[src/rtl/fetch_unit_if.sv]
`default_nettype none
// +----------------------------------------------------------------------------+
// | Module   : fetch_unit_if                                                   |
// | Brief    : Instruction-memory read bus between the fetch unit (master) and |
// |            the instruction memory (slave).                                 |
// | Revision : 1.0 - initial release                                           |
// +----------------------------------------------------------------------------+
interface fetch_unit_if;
  logic        imem_req;    // read request, held while fetch waits for data
  logic [31:0] imem_addr;   // read address (current pc)
  logic        imem_ready;  // imem_rdata valid this cycle
  logic [31:0] imem_rdata;  // instruction word returned by memory

  modport master (
    output imem_req,
    output imem_addr,
    input  imem_ready,
    input  imem_rdata
  );

  modport slave (
    input  imem_req,
    input  imem_addr,
    output imem_ready,
    output imem_rdata
  );
endinterface : fetch_unit_if
`default_nettype wire

[src/rtl/fetch_unit.sv]
`default_nettype none
// +----------------------------------------------------------------------------+
// | Module   : fetch_unit                                                      |
// | Brief    : Single-outstanding instruction fetch stage. Requests the word   |
// |            at pc, registers it for the decoder, holds it until the         |
// |            downstream acknowledges, then steps pc by +4, a B/J offset or   |
// |            a JALR target.                                                  |
// | Options  : FETCH_MISALIGN_CHECK_EN - trap on a non word-aligned next pc    |
// |            (pc frozen, sticky misalign flag, fetch halted until reset).    |
// | Revision : 1.0 - initial release                                           |
// +----------------------------------------------------------------------------+
module fetch_unit #(
  parameter logic [31:0] RESET_PC = 32'h0000_0000
) (
  input  wire logic        clk,
  input  wire logic        rst,
  // next-pc sources
  input  wire logic [31:0] imm_out,
  input  wire logic [31:0] alu_result,
  input  wire logic [1:0]  pc_src,
  // downstream handshake
  input  wire logic        inst_ack,
  input  wire logic        stall,
  // instruction memory bus
  fetch_unit_if.master     imem,
  // decoder side
  output logic [31:0]      inst,
  output logic [31:0]      pc,
  output logic [31:0]      pc_plus4,
  output logic             inst_valid,
  output logic             misalign
);

  typedef enum logic [1:0] {
    S_REQ  = 2'd0,  // request outstanding, waiting for imem_ready
    S_HOLD = 2'd1,  // instruction presented, waiting for an un-stalled ack
    S_TRAP = 2'd2   // misaligned target seen, fetch halted until reset
  } state_t;

  state_t      state_q, state_d;
  logic [31:0] pc_q, pc_d;
  logic [31:0] inst_q, inst_d;
  logic        inst_valid_q, inst_valid_d;
  logic [31:0] next_pc;
  logic        advance;

  // Link value and the default sequential target; wraps modulo 2^32.
  assign pc_plus4 = pc_q + 32'd4;

  // A hold is released only by an ack that is not overridden by stall.
  assign advance = inst_ack && !stall;

  // Next-pc selection; the JALR target always has bit 0 cleared.
  always_comb begin
    next_pc = pc_plus4;
    case (pc_src)
      2'b01:   next_pc = pc_q + imm_out;
      2'b10:   next_pc = {alu_result[31:1], 1'b0};
      default: next_pc = pc_plus4;
    endcase
  end

`ifdef FETCH_MISALIGN_CHECK_EN
  logic misalign_q, misalign_d;
  logic target_misaligned;

  assign target_misaligned = (next_pc[1:0] != 2'b00);
`endif

  // Fetch sequencing: request -> capture -> hold until acked -> step pc.
  always_comb begin
    state_d      = state_q;
    pc_d         = pc_q;
    inst_d       = inst_q;
    inst_valid_d = inst_valid_q;
`ifdef FETCH_MISALIGN_CHECK_EN
    misalign_d   = misalign_q;
`endif
    case (state_q)
      S_REQ: begin
        if (imem.imem_ready) begin
          inst_d       = imem.imem_rdata;
          inst_valid_d = 1'b1;
          state_d      = S_HOLD;
        end
      end
      S_HOLD: begin
        if (advance) begin
          inst_valid_d = 1'b0;
`ifdef FETCH_MISALIGN_CHECK_EN
          if (target_misaligned) begin
            // pc keeps the address of the offending instruction
            misalign_d = 1'b1;
            state_d    = S_TRAP;
          end else begin
            pc_d    = next_pc;
            state_d = S_REQ;
          end
`else
          pc_d    = next_pc;
          state_d = S_REQ;
`endif
        end
      end
      S_TRAP: begin
        state_d = S_TRAP;
      end
      default: begin
        state_d = S_REQ;
      end
    endcase
  end

  // State registers; reset wins over every handshake input.
  always_ff @(posedge clk) begin
    if (rst) begin
      state_q      <= S_REQ;
      pc_q         <= RESET_PC;
      inst_q       <= 32'd0;
      inst_valid_q <= 1'b0;
    end else begin
      state_q      <= state_d;
      pc_q         <= pc_d;
      inst_q       <= inst_d;
      inst_valid_q <= inst_valid_d;
    end
  end

`ifdef FETCH_MISALIGN_CHECK_EN
  // Sticky misaligned-target flag, cleared only by reset.
  always_ff @(posedge clk) begin
    if (rst) begin
      misalign_q <= 1'b0;
    end else begin
      misalign_q <= misalign_d;
    end
  end

  assign misalign = misalign_q;
`else
  assign misalign = 1'b0;
`endif

  assign imem.imem_req  = (state_q == S_REQ);
  assign imem.imem_addr = pc_q;
  assign inst           = inst_q;
  assign pc             = pc_q;
  assign inst_valid     = inst_valid_q;

endmodule : fetch_unit
`default_nettype wire

[src/flat_wrapper.sv]
// flat-port wrapper written by rule: the top's interface ports become plain ports
module fetch_unit_flat 
#(
  parameter logic [31:0] RESET_PC = 32'h0000_0000
)
  (clk, rst, imm_out, alu_result, pc_src, inst_ack, stall, inst, pc, pc_plus4, inst_valid, misalign, imem_imem_req, imem_imem_addr, imem_imem_ready, imem_imem_rdata);
  fetch_unit_if imem_i ();
  input  wire logic clk;
  input  wire logic rst;
  input  wire logic [31:0] imm_out;
  input  wire logic [31:0] alu_result;
  input  wire logic [1:0] pc_src;
  input  wire logic inst_ack;
  input  wire logic stall;
  output logic [31:0] inst;
  output logic [31:0] pc;
  output logic [31:0] pc_plus4;
  output logic inst_valid;
  output logic misalign;
  output wire logic [$bits(imem_i.imem_req)-1:0] imem_imem_req;
  output wire logic [$bits(imem_i.imem_addr)-1:0] imem_imem_addr;
  input wire logic [$bits(imem_i.imem_ready)-1:0] imem_imem_ready;
  input wire logic [$bits(imem_i.imem_rdata)-1:0] imem_imem_rdata;
  assign imem_imem_req = imem_i.imem_req;
  assign imem_imem_addr = imem_i.imem_addr;
  assign imem_i.imem_ready = imem_imem_ready;
  assign imem_i.imem_rdata = imem_imem_rdata;
  fetch_unit #(.RESET_PC(RESET_PC)) u_core (.clk(clk), .rst(rst), .imm_out(imm_out), .alu_result(alu_result), .pc_src(pc_src), .inst_ack(inst_ack), .stall(stall), .imem(imem_i), .inst(inst), .pc(pc), .pc_plus4(pc_plus4), .inst_valid(inst_valid), .misalign(misalign));
endmodule
[config.mk]
export PLATFORM = sky130hd
export DESIGN_NAME = fetch_unit_flat
export DESIGN_NICKNAME = d
export VERILOG_FILES = /design/src/rtl/fetch_unit_if.sv /design/src/rtl/fetch_unit.sv /design/src/flat_wrapper.sv
export SDC_FILE = /design/constraint.sdc
export NUM_CORES = 1
export LEC_CHECK = 0
export CAP_MARGIN = 20
export CORE_ASPECT_RATIO = 1.2
export CORE_MARGIN = 2
export CORE_UTILIZATION = 44
export DETAILED_ROUTE_END_ITERATION = 8
export PLACE_DENSITY = 0.78
export SLEW_MARGIN = 5
export SYNTH_ARGS = -nofsm -noshare
export SYNTH_HDL_FRONTEND = slang
export SYNTH_SLANG_ARGS = --single-unit
[constraint.sdc]
create_clock -name clk -period 3.6 [get_ports clk]
set_input_delay 0.72 -clock clk [delete_from_list [all_inputs] [get_ports clk]]
set_output_delay 0.72 -clock clk [all_outputs]
set_load 0.01 [all_outputs]
==> impl_metrics.ini <==
[timing]
setup_tns_ns = 0
rsz0062_at_grt = false
final-setup-viol-count = 0
slew_violations = 0
final_hold_viol_count = 0
relSlewSlack_pct = 31.3
fin_skew_ns = 0.00796
finalCritPeriodShare_pct = 94.3
period_minus_slack_ns = 3.39
fmax_mhz = 295
tightest_slew_ns = 1.03

[power_and_ir_drop]
power.static_leakage_nw = 3.28
power_density_mw_per_mm2 = 291
ir_drop_uv = 281

[clocking]
cts.htree.levels = 3
cts_tree = built
clockBufferDepth = 2
clkTransAtPathRegs_ns = 0.06
clkSinkCount = 67
cts_hold_buf = 0
clk_latency_ns = 0.34
cts-root-buf = clkbuf_16
numCtsBuffers = 9

[detailed_routing]
viasPerCell = 5.77
drc = 0
routedWlPerCell_um = 18.0
vias = 6339
drt-total-wl_um = 19800
first_pass_iters = 5
ant_nets = 0
drtIter0Drc = 307

[worst_setup_path]
critPathRequiredTime_ns = 2.88
crit_slowest_cell = clkdlybuf4s50_1
critical-path-max-stage-delay_ns = 0.60
start_kind = register
r2r_slack_ns = 0.83
endpoint_kind = output port
crit_chain = nand4_4, nor2_1, and4_4, nand3_1, xnor2_1, clkdlybuf4s50_1
critPathKind = reg2out
crit_path_max_fanout = 7
critical_path_arrival_ns = 2.67

[cells_and_area]
fillers = 1117
final_area_mm2 = 0.00819
nets = 1067
drive_gt1_share_pct = 6.75
n_antenna_cell = 0
areaGrowthSynthToFinish_pct = 45.8

[global_route]
antenna_found_initial = 0
grtUsageTotal_pct = 28.5
grt_pass1_vias = 6053
grt_max_degree = 54
grt_pass1_wl_um = 31000
overflow = 0

[synthesis]
synth_common_cells = 108 x nand2_1, 85 x a21oi_1, 67 x dfxtp_1, 45 x nor2_1, 37 x xnor2_1
ys_warn_count = 0
synth_edf_count = 0
seq_area_frac_synth_pct = 23.9
yosysTopAreaCell = dfxtp_1
syn-num-nets = 881
synth_top_area_share_pct = 23.9
syn_avg_cell_area_um2 = 7.56
async_flop_share_pct = 0
synthFlopType = dfxtp_1
syn_inst = 743
synth-seq-cells = 67
synth_area_leaders = dfxtp_1 24%, a21oi_1 7.6%, ha_1 7.6%, nand2_1 7.2%, xnor2_1 5.8%
yosysMostFrequentCell = nand2_1
synth_area_mm2 = 0.00562
ys_types = 74

[placement]
place_area_mm2 = 0.00786
place.detailed.hpwl_um = 14900
portBuffers = 231
place_congestion = 0.934

[floorplanning]
die_x_um = 107
die_h_um = 128
initial_core_util_pct = 44.7
core_mm2 = 0.0126
ios = 234
die_area_mm2 = 0.0137
rows = 45

[job]
cap_violations = 0

[run_status]
status = completed

[worst_hold_path]
min_path_type = reg2reg
==> state kept, by name (all words and copies together) (netlist names) <==
register	cells
u_core.inst	32
u_core.state_q	2
u_core.inst_valid	1
u_core.imem.imem_addr	32
==> placed cells by master (no fill, tap or decap), drive strengths merged, types with 5 or more instances in the layout <==
cell,netlist,routed
a21oi,88,88
a221o,6,6
ha,34,34
nor3,12,12
nand3,16,16
buf,47,24
xnor2,37,37
clkdlybuf4s50,0,230
a221oi,18,18
clkbuf,32,9
o21a,9,9
o21ai,31,31
a211oi,7,7
o21bai,5,5
a31oi,13,13
o211ai,7,7
o22ai,11,11
dfxtp,67,67
inv,17,21
nor2,45,45
a21o,15,15
nand4,18,18
a211o,5,5
and3,15,15
xor2,19,19
nor2b,6,6
nand2,109,109
==> critical path: cells and delay by family, from the launching register on <==
family,cells,cell delay [ns]
DFF,1,0.50
buffers and inverters,1,0.60
and+or+nand+nor,4,0.90
xor gates and xnor gates,1,0.32
==> layer usage <==
layer	up-vias	global-route usage (%)	wire [µm]
met1	2946	33.9	7680
met2	295	47.8	9600
met4	0	13.4	680
met5	-	0	0
li1	3051	-	-
met3	47	7.17	1810
==> cells by family (layout without fill, tap and decap cells) <==
logic type / after synthesis / count (layout) / synth area share, %
xor+xnor: 56 / 56 / 8.73
simple gates: 246 / 246 / 21.2
compound gates: 242 / 242 / 29.2
fa+ha+maj: 35 / 35 / 7.93
flops: 67 / 67 / 23.9
buf+inv: 96 / 287 / 8.93
other cells: 1 / 1 / 0.0668
==> final cells by class <==
| class | count | area, µm² | area share, % |
|---|---|---|---|
| timing repair buffer | 254 | 2490 | 30.4 |
| multi-input combinational | 580 | 3770 | 46.1 |
| clock inverter | 7 | 82.6 | 1.01 |
| inverter | 17 | 63.8 | 0.779 |
| sequential | 67 | 1340 | 16.4 |
| tap | 164 | 205 | 2.51 |
| clock buffer | 9 | 225 | 2.75 |
==> timing repair <==
item | CTS | global route
endpoints found under the setup margin | 1 | 8
resized for setup | 0 | 2
pin swaps | 1 | 0
setup buffers | 1 | 0
==> path summary, 6_finish.rpt <==
| kind | startpoint | endpoint | cells after the start |
|---|---|---|---|
| worst max register to register | u_core.imem.imem_addr[4] | u_core.imem.imem_addr[27] | 9 |
| worst max-delay path | u_core.imem.imem_addr[8] | pc_plus4[28] | 6 |
| worst min-delay path | u_core.inst[20] | u_core.inst[20] | 2 |
| worst min register to register | u_core.inst[20] | u_core.inst[20] | 2 |
==> through the flow <==
step | util, % | worst slack, ns | hold slack [ns] | total power [mW] | instances
finish | 65.2 | 0.206 | 0.452 | 2.38 | 1098
global route | 65.2 | 0.0593 | 0.472 | 2.49 | 1098
CTS | 65.2 | 0.0878 | 0.454 | 2.39 | 1098
detailed placement | 62.6 | 0.117 | 0.447 | 1.46 | 1081
global placement | 62.6 | 0.0701 | 0.440 | 1.45 | 1081
floorplan | - | 0.786 | 0.451 | 1.15 | 743
==> report_power, final <==
part           internal, mW  switching (mW)  leakage, nW
clock network         0.549           0.386        0.145
logic                 0.324           0.311         2.59
registers             0.776          0.0357        0.547
total                  1.65           0.733         3.28
(Power assumes the default switching activity.)
